<file path="config.mk">
export PLATFORM = sky130hd
export DESIGN_NAME = led_blink_seq
export DESIGN_NICKNAME = d
export VERILOG_FILES = /design/src/rtl/led_seq_pkg.sv /design/src/rtl/led_blink_seq_tick_prescaler.sv /design/src/rtl/led_blink_seq.sv
export SDC_FILE = /design/constraint.sdc
export NUM_CORES = 1
export LEC_CHECK = 0
export BUFFER_PORTS_ARGS = -buffer_cell sky130_fd_sc_hd__buf_4
export CAP_MARGIN = 10
export CORE_ASPECT_RATIO = 0.7
export CORE_UTILIZATION = 40
export DETAILED_ROUTE_END_ITERATION = 6
export SETUP_SLACK_MARGIN = 0.02
export SLEW_MARGIN = 30
export SYNTH_ARGS = -nofsm -noshare
export SYNTH_HDL_FRONTEND = slang
export SYNTH_HIERARCHICAL = 1
export SYNTH_SLANG_ARGS = --single-unit
export TNS_END_PERCENT = 30
</file>
<file path="constraint.sdc">
create_clock -name clkin -period 4.1 [get_ports clkin]
set_clock_uncertainty 0.1 [all_clocks]
set_input_delay 0.205 -clock clkin [delete_from_list [all_inputs] [get_ports clkin]]
set_output_delay 0.205 -clock clkin [all_outputs]
set_load 0.03 [all_outputs]
</file>
<file path="src/rtl/led_seq_pkg.sv">
// led_seq_pkg -- shared defaults for the LED blink sequencer.
//   DIV_BITS_DEF : default width of the tick-period input
//   PAT_LEN_DEF  : default pattern length in bits
//   PWM_BITS_DEF : default brightness resolution
//   CLK_HZ       : HFOSC system clock frequency feeding clkin
package led_seq_pkg;

  localparam int DIV_BITS_DEF = 28;
  localparam int PAT_LEN_DEF  = 16;
  localparam int PWM_BITS_DEF = 4;
  localparam int CLK_HZ       = 48_000_000;

endpackage

</file>
<file path="src/rtl/led_blink_seq_tick_prescaler.sv">
// tick_prescaler -- programmable tick generator for the LED sequencer.
// Ports:
//   clkin  in  system clock, rising edge
//   rst_n  in  asynchronous active-low reset
//   enable in  count while high, hold count at 0 while low
//   div    in  tick period in clkin cycles (0 and 1 both mean every cycle)
//   tick   out combinational, high in the last cycle of each period
module tick_prescaler
  import led_seq_pkg::*;
#(
  parameter int DIV_BITS = DIV_BITS_DEF
) (
  input  logic                clkin,
  input  logic                rst_n,
  input  logic                enable,
  input  logic [DIV_BITS-1:0] div,
  output logic                tick
);

  logic [DIV_BITS-1:0] cnt_q;
  logic [DIV_BITS-1:0] cnt_d;
  logic                at_end;

  always_comb begin
    // The >= compare also catches div being lowered below the running count:
    // that cycle ticks and the period restarts cleanly from 0.
    at_end = (div <= DIV_BITS'(1)) || (cnt_q >= (div - DIV_BITS'(1)));
    tick   = enable && at_end;
    cnt_d  = cnt_q + DIV_BITS'(1);
    if (!enable || at_end) begin
      cnt_d = '0;
    end
  end

  always_ff @(posedge clkin or negedge rst_n) begin
    if (!rst_n) begin
      cnt_q <= '0;
    end else begin
      cnt_q <= cnt_d;
    end
  end

endmodule

</file>
<file path="src/rtl/led_blink_seq.sv">
// led_blink_seq -- shifts a blink pattern out to an LED, one bit per tick,
// with a one-deep pending buffer that swaps in at pattern wrap.
// Ports:
//   clkin      in  system clock (HFOSC), rising edge
//   rst_n      in  asynchronous active-low reset
//   div        in  tick period in clkin cycles
//   enable     in  run the sequencer
//   pat_data   in  new pattern, bit 0 shown first
//   pat_valid  in  pat_data offered
//   pat_ready  out pending buffer empty
//   brightness in  PWM duty level (only used with PWM compiled in)
//   led        out registered LED level to the open-drain pad driver
//   wrap       out one-cycle pulse after the tick that wraps the bit index
// Build option: define LED_BLINK_SEQ_PWM_EN to gate the LED with a
// free-running PWM counter compared against brightness.
module led_blink_seq
  import led_seq_pkg::*;
#(
  parameter int DIV_BITS = DIV_BITS_DEF,
  parameter int PAT_LEN  = PAT_LEN_DEF,
  parameter int PWM_BITS = PWM_BITS_DEF
) (
  input  logic                clkin,
  input  logic                rst_n,
  input  logic [DIV_BITS-1:0] div,
  input  logic                enable,
  input  logic [PAT_LEN-1:0]  pat_data,
  input  logic                pat_valid,
  output logic                pat_ready,
  input  logic [PWM_BITS-1:0] brightness,
  output logic                led,
  output logic                wrap
);

  localparam int IDX_W = (PAT_LEN > 1) ? $clog2(PAT_LEN) : 1;
  localparam logic [IDX_W-1:0] IDX_LAST = IDX_W'(PAT_LEN - 1);

  logic               tick;
  logic               at_last;
  logic               accept;
  logic               load;
  logic               pwm_on;
  logic [IDX_W-1:0]   idx_q,       idx_d;
  logic [PAT_LEN-1:0] active_q,    active_d;
  logic [PAT_LEN-1:0] pend_q,      pend_d;
  logic               pend_full_q, pend_full_d;
  logic               led_q,       led_d;
  logic               wrap_q,      wrap_d;

  tick_prescaler #(
    .DIV_BITS(DIV_BITS)
  ) u_prescaler (
    .clkin (clkin),
    .rst_n (rst_n),
    .enable(enable),
    .div   (div),
    .tick  (tick)
  );

`ifdef LED_BLINK_SEQ_PWM_EN
  logic [PWM_BITS-1:0] pwm_cnt_q;

  always_ff @(posedge clkin or negedge rst_n) begin
    if (!rst_n) begin
      pwm_cnt_q <= '0;
    end else begin
      pwm_cnt_q <= pwm_cnt_q + PWM_BITS'(1);
    end
  end

  assign pwm_on = (pwm_cnt_q < brightness);
`else
  logic unused_brightness;

  assign unused_brightness = ^brightness;
  assign pwm_on            = 1'b1;
`endif

  always_comb begin
    at_last = (idx_q == IDX_LAST);
    accept  = pat_valid && !pend_full_q;
    // While stopped there is no pattern on show, so a pending one is taken
    // immediately rather than waiting for a wrap that will never come.
    load    = pend_full_q && (!enable || (tick && at_last));

    idx_d = idx_q;
    if (!enable) begin
      idx_d = '0;
    end else if (tick) begin
      idx_d = at_last ? '0 : idx_q + IDX_W'(1);
    end

    active_d    = load ? pend_q : active_q;
    pend_d      = accept ? pat_data : pend_q;
    // accept and load are exclusive: accept needs the buffer empty, load full.
    pend_full_d = pend_full_q;
    if (accept) begin
      pend_full_d = 1'b1;
    end else if (load) begin
      pend_full_d = 1'b0;
    end

    wrap_d = tick && at_last;
    led_d  = enable && active_q[idx_q] && pwm_on;
  end

  always_ff @(posedge clkin or negedge rst_n) begin
    if (!rst_n) begin
      idx_q       <= '0;
      active_q    <= '0;
      pend_q      <= '0;
      pend_full_q <= 1'b0;
      led_q       <= 1'b0;
      wrap_q      <= 1'b0;
    end else begin
      idx_q       <= idx_d;
      active_q    <= active_d;
      pend_q      <= pend_d;
      pend_full_q <= pend_full_d;
      led_q       <= led_d;
      wrap_q      <= wrap_d;
    end
  end

  assign pat_ready = !pend_full_q;
  assign led       = led_q;
  assign wrap      = wrap_q;

endmodule

</file>
==> impl_metrics.ini, run 1 <==
[outcome]
outcome = completed

[floorplan]
die_w_um = 125
die_h_um = 87.8
ios = 55
core_area_um2 = 9950
die-area_um2 = 10900
start_util_pct = 42.3
row_count = 30

[pwr]
cellPowerDensity_nw_per_um2 = 360
clkPwrFrac_pct = 38.0
combPwrFrac_pct = 17.0
leakagePower_nw = 2.16
sw_frac_of_total_pct = 23.5
ir_worst_vdd_mv = 0.217
p_int_mw = 1.42
fin_total_pwr_mw = 1.85
p_switching_mw = 0.435
p_seq_share_pct = 45.0

[timing]
tns_ns = 0
fin_crit_ns = 3.82
setup_ws_ns = 0.282
setup_viol = 0
fin_crit_sh_pct = 93.1
max_freq_mhz = 262
slew_viol_final = 0
relSlewSlack_pct = 59.8
hold_viol = 0
worst_slew_pin_slew_ns = 0.603
grt_setup_unrepaired = no

[logic_synthesis]
synth_cell_types = 52
yosysWarnings = 6
netlist.area_leader.share_pct = 39.8
synth_ff_type = dfrtp_1
yosysSeqAreaShare_pct = 39.8
yosysTopAreaCell = dfrtp_1
synth_area_leaders = dfrtp_1 (40%), ha_1 (9.5%), mux2_2 (8.8%)
postSynthCellCount = 398
syn-num-nets = 482
synthArstFlopShare_pct = 100
synth_seq_cells = 67
synth_edf_count = 0
syn_area_per_cell_um2 = 10.6
syn-cell-area_um2 = 4210

[global_route]
grt_overflow = 0
antenna_found_initial = 0
grt_pass1_vias = 3042
grt_usage_pct = 16.9
grt_pass1_wl_um = 14600
grt_max_degree = 68

[layout]
antenna_cells = 0
multiInputGateArea_um2 = 2470
final_cell_mix = dfrtp_1 (67), buf_4 (62), xnor2_1 (42)
finalNetCount = 546
layout_commonest_cell = dfrtp_1
ff_latch_area_um2 = 1680
areaGrowthSynthToFinish_pct = 22.2
fillers = 915
layout-drive-gt1-share_pct = 28.5

[drt]
drc = 0
vias = 3159
drt_iter0_drc = 155
ant_nets = 0
wirelength_um = 8610
wl_per_cell_um = 14.5
firstDrtPassIters = 4
vias_per_cell = 5.32

[setup_path]
end_kind = flop
slowest_delay_ns = 0.59
crit_required_ns = 4.20
r2r_end = active_q[2]
crit_fanout = 15
cp_top_family = simple AND/OR/NAND/NOR gates
cp_num_buf_inv = 2
crit_type = in2reg
crit_chain = buf_4 -> nor3_2 -> nand3_1 -> or2_4 -> nor4_2 -> xnor2_1 -> ha_1 -> nand4_1 -> or4_1 -> a311oi_2 -> o31a_1 -> nand4_4 -> a21oi_4 -> buf_12 -> mux2_2
crit_arrival_ns = 3.92
cp-start-kind = input port
reg2reg_from = u_prescaler/cnt_q[2]
reg2reg_depth = 10
r2r_slack_ns = 0.96
slowest_stage = or4_1

[clock_network]
clk_pin_slew_ns = 0.05
clock_path_buffers = 2
cts_max_level = 3
cts.repair.resized = 0
cts_tree = built
cts_sinks = 67
clk_latency_ns = 0.32
cts_root_buf = clkbuf_16
cts_buffers = 9

[place]
io_buffers = 50
hpwl_um = 6480
gp_congestion = 0.777
place_ws_ns = -0.0526

[hold_path]
whs_endpoint = pend_full_q
hp-class = in2reg
whs_path_depth = 3
hp-start = pat_valid

[job]
cap_viol_max_count = 0
==> state kept, by name, summed over array words and instances, names as in the netlist <==
register and count:
idx_q 4, active_q 16, pend_q 16, wrap 1
led 1, u_prescaler/cnt_q 28, pend_full_q 1
==> stage by stage <==
step           cells  hold slack [ns]  utilization (%)  area [um2]
2_1_floorplan    398           -0.191                -        4270
3_3_place_gp     577            0.267             48.7        4840
3_5_place_dp     577            0.271             48.7        4840
4_1_cts          593          0.00199             51.6        5130
5_1_grt          594          0.00447             51.7        5140
6_report         594          0.00834             51.7        5140
==> cell usage after synthesis, drive strengths merged, types with 4 or more instances <==
cell	instances
nor2b	4
xor2	12
nor2	20
or4	6
nand4	12
nand2	19
dfrtp	67
nor3	42
nor4	14
clkbuf	4
ha	32
buf	9
xnor2	42
and4	4
inv	11
nand3	15
a21oi	12
mux2	34
==> timing repair <==
action / 4_1_cts / 5_1_grt
hold endpoints to repair: 67 / 1
endpoints found under the setup margin: 0 / 0
hold buffers: 1 / 1
buffers inserted: 0 / 0
==> layout make-up <==
type / instances / share of cell area, %
inverters: 11 / 0.803
repair buffers: 66 / 10.0
well taps: 128 / 3.11
multi-input cells: 307 / 48.0
flip-flops and latches: 67 / 32.6
clock buffers: 13 / 5.25
clock inverters: 2 / 0.195
==> power by group through the flow <==
| stage | clock [mW] | sequential, mW | combinational [mW] |
|---|---|---|---|
| after global routing | 0.755 | 0.849 | 0.347 |
| after CTS | 0.723 | 0.836 | 0.318 |
| after detailed placement | 0 | 0.847 | 0.316 |
| final | 0.704 | 0.834 | 0.315 |
| after floorplan | 0 | 0.830 | 0.207 |
| after global placement | 0 | 0.842 | 0.308 |
==> kinds of logic (layout without fill, tap and decap cells) <==
family,Yosys count,after routing,synth area share (%)
simple gates,151,151,20.4
flops,67,67,39.8
buf+inv,24,92,3.03
mux,38,38,10.6
compound gates,32,32,5.38
xor+xnor,54,54,11.2
fa+ha+maj,32,32,9.51
==> worst max path at each step <==
stage / from / endpoint / cells after the start
3_3_place_gp: div[3] / active_q[11] / 15
3_5_place_dp: div[3] / active_q[2] / 15
6_report: div[3] / active_q[2] / 15
5_1_grt: div[3] / active_q[8] / 15
4_1_cts: div[3] / active_q[2] / 15
2_1_floorplan: div[0] / active_q[10] / 17
==> worst reg2reg max path, stage by stage (launching register included) <==
cell	delay (ns)
dfrtp_1	0.45
ha_1	0.33
a211o_1	0.11
a31oi_1	0.04
or4_1	0.56
a311oi_2	0.34
o31a_1	0.26
nand4_4	0.14
a21oi_4	0.19
buf_12	0.17
mux2_2	0.34
==> layer usage <==
layer,share of wire (%),routed length (um),GRT usage [%],vias to the layer above
li1,-,-,-,1586
met1,54,4610,24.3,1527
met2,43,3660,25.6,46
met3,3.9,335,4.89,0
met4,0,0,2.63,0
met5,0,0,0,-
Note: power is estimated with default switching activity, not from simulation.
==> run 2: changes to the inputs <==
Settings changed: CORE_UTILIZATION 40 to 58, PLACE_DENSITY set to 0.8.
==> run 2 against run 1 <==
  * Worst hold slack improved by 0.079 ns
  * First-iteration DRC count fell by 8.4%
  * Design area rose by 1.0%
  * Flip-flop and latch count did not move
  * Total power fell by 3.6%
  * Critical endpoint is now active_q[13]
  * Global-route usage rose by 10 points
  * Critical path depth rose by 2
  * Die area fell by 30%
  * Worst setup slack improved by 0.015 ns
  * Register-to-register slack got worse by 0.10 ns
  * Routed wire length rose by 7.9%
==> impl_metrics.ini, run 2 (synthesis results as in run 1) <==
[timing]
fin_crit_ns = 3.80
tns_ns = 0
hold_viol = 0
max_freq_mhz = 263
grt_setup_unrepaired = no
relSlewSlack_pct = 44.6
slew_viol_final = 0
worst_slew_pin_slew_ns = 0.832
setup_viol = 0
fin_crit_sh_pct = 92.8

[clock_network]
cts_buffers = 9
cts_max_level = 3
clk_pin_slew_ns = 0.07
cts_hold_buf = 18
clk_latency_ns = 0.34
cts.repair.resized = 0
cts_root_buf = clkbuf_8
clock_path_buffers = 2
post-cts-setup-buffers = 0
cts_sinks = 67
cts_tree = built

[drt]
wirelength_um = 9300
drc = 0
top_layer = met4
wl_per_cell_um = 16.1
firstDrtPassIters = 4
vias_per_cell = 5.85
vias = 3367
wl_met3_um = 395
ant_nets = 0
drt_iter0_drc = 142
wl_met2_um = 4570
wl_met1_um = 4170

[global_route]
grt_overflow = 0
grt_max_degree = 68
grt_pass1_wl_um = 15800
grt_usage_pct = 26.9
antenna_found_initial = 0
grt_pass1_vias = 3459

[place]
hpwl_um = 6560
gp_congestion = 0.804
io_buffers = 50

[pwr]
ir_worst_vdd_mv = 0.352
fin_total_pwr_mw = 1.79
cellPowerDensity_nw_per_um2 = 343
leakagePower_nw = 2.19

[setup_path]
cp_num_buf_inv = 4
slowest_delay_ns = 0.52
r2r_slack_ns = 0.86
crit_chain = buf_4 -> inv_1 -> ha_1 -> nor2b_1 -> nand3_1 -> buf_4 -> nor3_2 -> xnor2_1 -> ha_1 -> nand4_1 -> or4_1 -> a311oi_2 -> o31a_1 -> nand4_4 -> a21oi_4 -> buf_12 -> mux2_2
end_kind = flop
crit_required_ns = 4.22
crit_fanout = 17
crit_arrival_ns = 3.93
slowest_stage = or4_1
cp_top_family = simple AND/OR/NAND/NOR gates
cp-start-kind = input port
crit_type = in2reg

[hold_path]
hp-class = in2reg

[job]
cap_viol_max_count = 0

[layout]
antenna_cells = 0
utilization_pct = 75.5
largest_reg_flops = 28
final_cell_mix = dfrtp_1 (67), buf_4 (62), xnor2_1 (42)
areaGrowthSynthToFinish_pct = 23.5
finalNetCount = 561
regMostFlops = u_prescaler/cnt_q
reg_top3 = u_prescaler/cnt_q (28), active_q (16), pend_q (16)
layout_commonest_cell = dfrtp_1
fillers = 493
layout-drive-gt1-share_pct = 27.6

[floorplan]
die_w_um = 104
ios = 55
core_area_um2 = 6880
die_h_um = 73.3
start_util_pct = 61.2
row_count = 25
die-area_um2 = 7610

[outcome]
outcome = completed
-- run 2: cell type report --
| cell class | instances | area, um2 | share of cell area (%) |
|---|---|---|---|
| Multi-Input combinational cell | 307 | 2470 | 47.5 |
| Sequential cell | 67 | 1680 | 32.3 |
| Inverter | 11 | 41.3 | 0.794 |
| Clock buffer | 12 | 155 | 2.99 |
| Timing Repair Buffer | 81 | 666 | 12.8 |
| Tap cell | 94 | 118 | 2.26 |
| Clock inverter | 4 | 72.6 | 1.40 |
-- run 2: worst register-to-register path: stages (launching register included) --
cell      delay, ns
dfrtp_1        0.48
ha_1           0.37
nand4_1        0.15
or4_1          0.61
a311oi_2       0.29
o31a_1         0.28
nand4_4        0.15
a21oi_4        0.18
buf_12         0.17
mux2_2         0.35
-- run 2: metrics by stage --
step	std cells	cell area, um2	setup slack (ns)	hold slack, ns
global placement	542	4790	0.0979	0.254
CTS	576	5200	0.299	0.0648
detailed placement	542	4790	-0.0580	0.259
global route	576	5200	0.0264	0.0754
finish	576	5200	0.297	0.0877
floorplan	398	4270	0.0202	-0.191
-- run 2: layer usage --
layer,up-vias,track usage (%)
met5,-,0
met4,0,10.3
met3,18,6.12
met2,80,45.4
met1,1654,34.4
li1,1615,-
-- run 2: worst paths after layout --
kind / cells after the start / startpoint / to
max in group asynchronous: 2 / rst_n / u_prescaler/cnt_q[15]
setup / recovery: 17 / div[0] / active_q[13]
setup reg to reg: 9 / u_prescaler/cnt_q[23] / active_q[13]
hold reg to reg: 1 / active_q[12] / active_q[12]
min in group asynchronous: 2 / rst_n / u_prescaler/cnt_q[21]
hold / removal: 2 / enable / idx_q[3]
-- run 2: where the power goes --
group / leakage [nW] / internal (mW) / total (mW) / switching, mW
sequential: 0.857 / 0.776 / 0.835 / 0.0590
clock: 0.113 / 0.375 / 0.618 / 0.243
combinational: 1.22 / 0.197 / 0.333 / 0.136
total: 2.19 / 1.35 / 1.79 / 0.438
==> run 3: changes to the inputs <==
Settings changed: PLACE_DENSITY 0.8 to unset, PLACE_DENSITY_LB_ADDON set to 0.05.
==> run 3 against run 2 <==
  * Fmax increased by 0.17%
  * Worst hold slack got worse by 0.0056 ns
  * Highest routed layer unchanged
  * Critical endpoint is now active_q[0]
  * Worst setup slack improved by 0.0064 ns
  * Routed wire length fell by 3.2%
  * Via count fell by 3.0%
  * Design area fell by 0.24%
  * Critical path depth fell by 1
  * Global-route usage is 1.3 points lower
  * Total power fell by 0.24%
  * Clock power is essentially flat
  * Cell count unchanged
==> impl_metrics.ini, run 3 (synthesis results as in run 1) <==
[clock_network]
clock_path_buffers = 2
cts_root_buf = clkbuf_8
cts_tree = built
clk_latency_ns = 0.34
cts.repair.resized = 0
cts_max_level = 3
cts_sinks = 67
clk_pin_slew_ns = 0.07
cts_buffers = 9

[global_route]
antenna_found_initial = 0
grt_pass1_wl_um = 15200
grt_pass1_vias = 3209
gr-usage-met2_pct = 43.3
grt_overflow = 0
grt_max_degree = 68
met1_usage_pct = 34.4
grt_use_met3_pct = 5.06
grt_usage_pct = 25.6
busiest_layer = met2

[drt]
wl_per_cell_um = 15.6
drt_iter0_drc = 158
firstDrtPassIters = 4
vias = 3265
wirelength_um = 9000
drc = 0
ant_nets = 0
vias_per_cell = 5.67

[layout]
layout_commonest_cell = dfrtp_1
antenna_cells = 0
finalNetCount = 561
areaGrowthSynthToFinish_pct = 23.2
regMostFlops = u_prescaler/cnt_q
largest_reg_flops = 28
reg_top3 = u_prescaler/cnt_q (28), active_q (16), pend_q (16)
utilization_pct = 75.3
layout-drive-gt1-share_pct = 27.6
final_cell_mix = dfrtp_1 (67), buf_4 (63), xnor2_1 (42)
fillers = 497

[outcome]
outcome = completed

[setup_path]
crit_arrival_ns = 3.92
crit_fanout = 9
crit_type = in2reg
slowest_delay_ns = 0.59
cp_num_buf_inv = 3
cp_top_family = simple AND/OR/NAND/NOR gates
slowest_stage = or4_1
cp-start-kind = input port
crit_required_ns = 4.22
end_kind = flop
crit_chain = buf_4 -> inv_1 -> ha_1 -> nor2b_1 -> nand3_1 -> nor4_1 -> xnor2_1 -> ha_1 -> nand4_1 -> or4_1 -> a311oi_2 -> o31a_1 -> nand4_4 -> a21oi_4 -> buf_4 -> mux2_2

[hold_path]
hp-class = in2reg

[timing]
tns_ns = 0
worst_slew_pin_slew_ns = 0.806
max_freq_mhz = 263
hold_viol = 0
grt_setup_unrepaired = no
fin_crit_ns = 3.80
slew_viol_final = 0
relSlewSlack_pct = 46.3
fin_crit_sh_pct = 92.6
setup_viol = 0

[floorplan]
row_count = 25
core_area_um2 = 6880
start_util_pct = 61.2
die_h_um = 73.3
die_w_um = 104
die-area_um2 = 7610
ios = 55

[job]
cap_viol_max_count = 0

[place]
io_buffers = 50
hpwl_um = 6510
gp_congestion = 0.787

[pwr]
leakagePower_nw = 2.19
cellPowerDensity_nw_per_um2 = 343
ir_worst_vdd_mv = 0.260
## run 3: cell counts in the layout (fill, tap and decap cells not counted)
Identical to the previous run, type by type.
## run 3: area by class of cell
| type | count | area, um2 | share of cell area (%) |
|---|---|---|---|
| multi-input cells | 307 | 2470 | 47.6 |
| clock inverters | 4 | 72.6 | 1.40 |
| repair buffers | 81 | 653 | 12.6 |
| well taps | 94 | 118 | 2.27 |
| inverters | 11 | 41.3 | 0.796 |
| flip-flops and latches | 67 | 1680 | 32.3 |
| clock buffers | 12 | 155 | 2.99 |
## run 3: final timing paths
kind | start | end | slack (ns) | cells after the start
max | div[0] | active_q[0] | 0.30 | 16
min | enable | idx_q[3] | 0.08 | 2
max reg2reg | u_prescaler/cnt_q[23] | active_q[0] | 0.93 | 9
min reg2reg | active_q[12] | active_q[12] | 0.39 | 1
max in group asynchronous | rst_n | pend_q[12] | 2.97 | 2
min in group asynchronous | rst_n | active_q[4] | 0.40 | 2
## run 3: worst reg2reg max path, cell delays in order (launching register included)
cell and delay [ns]:
dfrtp_1 0.46, ha_1 0.36, nand4_1 0.15, or4_1 0.59
a311oi_2 0.27, o31a_1 0.28, nand4_4 0.14, a21oi_4 0.16
buf_4 0.19, mux2_2 0.35
## run 3: per-layer routing
metal / up-vias / routed length [um]
met5: - / 0
met4: 0 / 73
met3: 8 / 253
met2: 57 / 4180
met1: 1587 / 4500
li1: 1613 / -
## run 3: per-stage QoR
stage | power [mW] | hold slack (ns) | setup slack (ns) | instances | cell area (um2)
6_report | 1.78 | 0.0821 | 0.304 | 576 | 5180
3_5_place_dp | 1.16 | 0.248 | -0.0412 | 542 | 4780
2_1_floorplan | 1.04 | -0.191 | 0.0202 | 398 | 4270
4_1_cts | 1.80 | 0.0581 | 0.319 | 576 | 5180
3_3_place_gp | 1.14 | 0.252 | 0.0533 | 542 | 4780
5_1_grt | 1.87 | 0.0663 | 0.0911 | 576 | 5180
## run 3: where the power goes
group	switching (mW)	leakage [nW]	internal, mW	total (mW)
Clock	0.241	0.113	0.375	0.615
Combinational	0.131	1.22	0.195	0.326
Sequential	0.0639	0.857	0.776	0.840
## run 3: repair_timing
item | CTS | global route
buffers inserted | 0 | 0
hold buffers | 18 | 0
hold endpoints to repair | 84 | 0
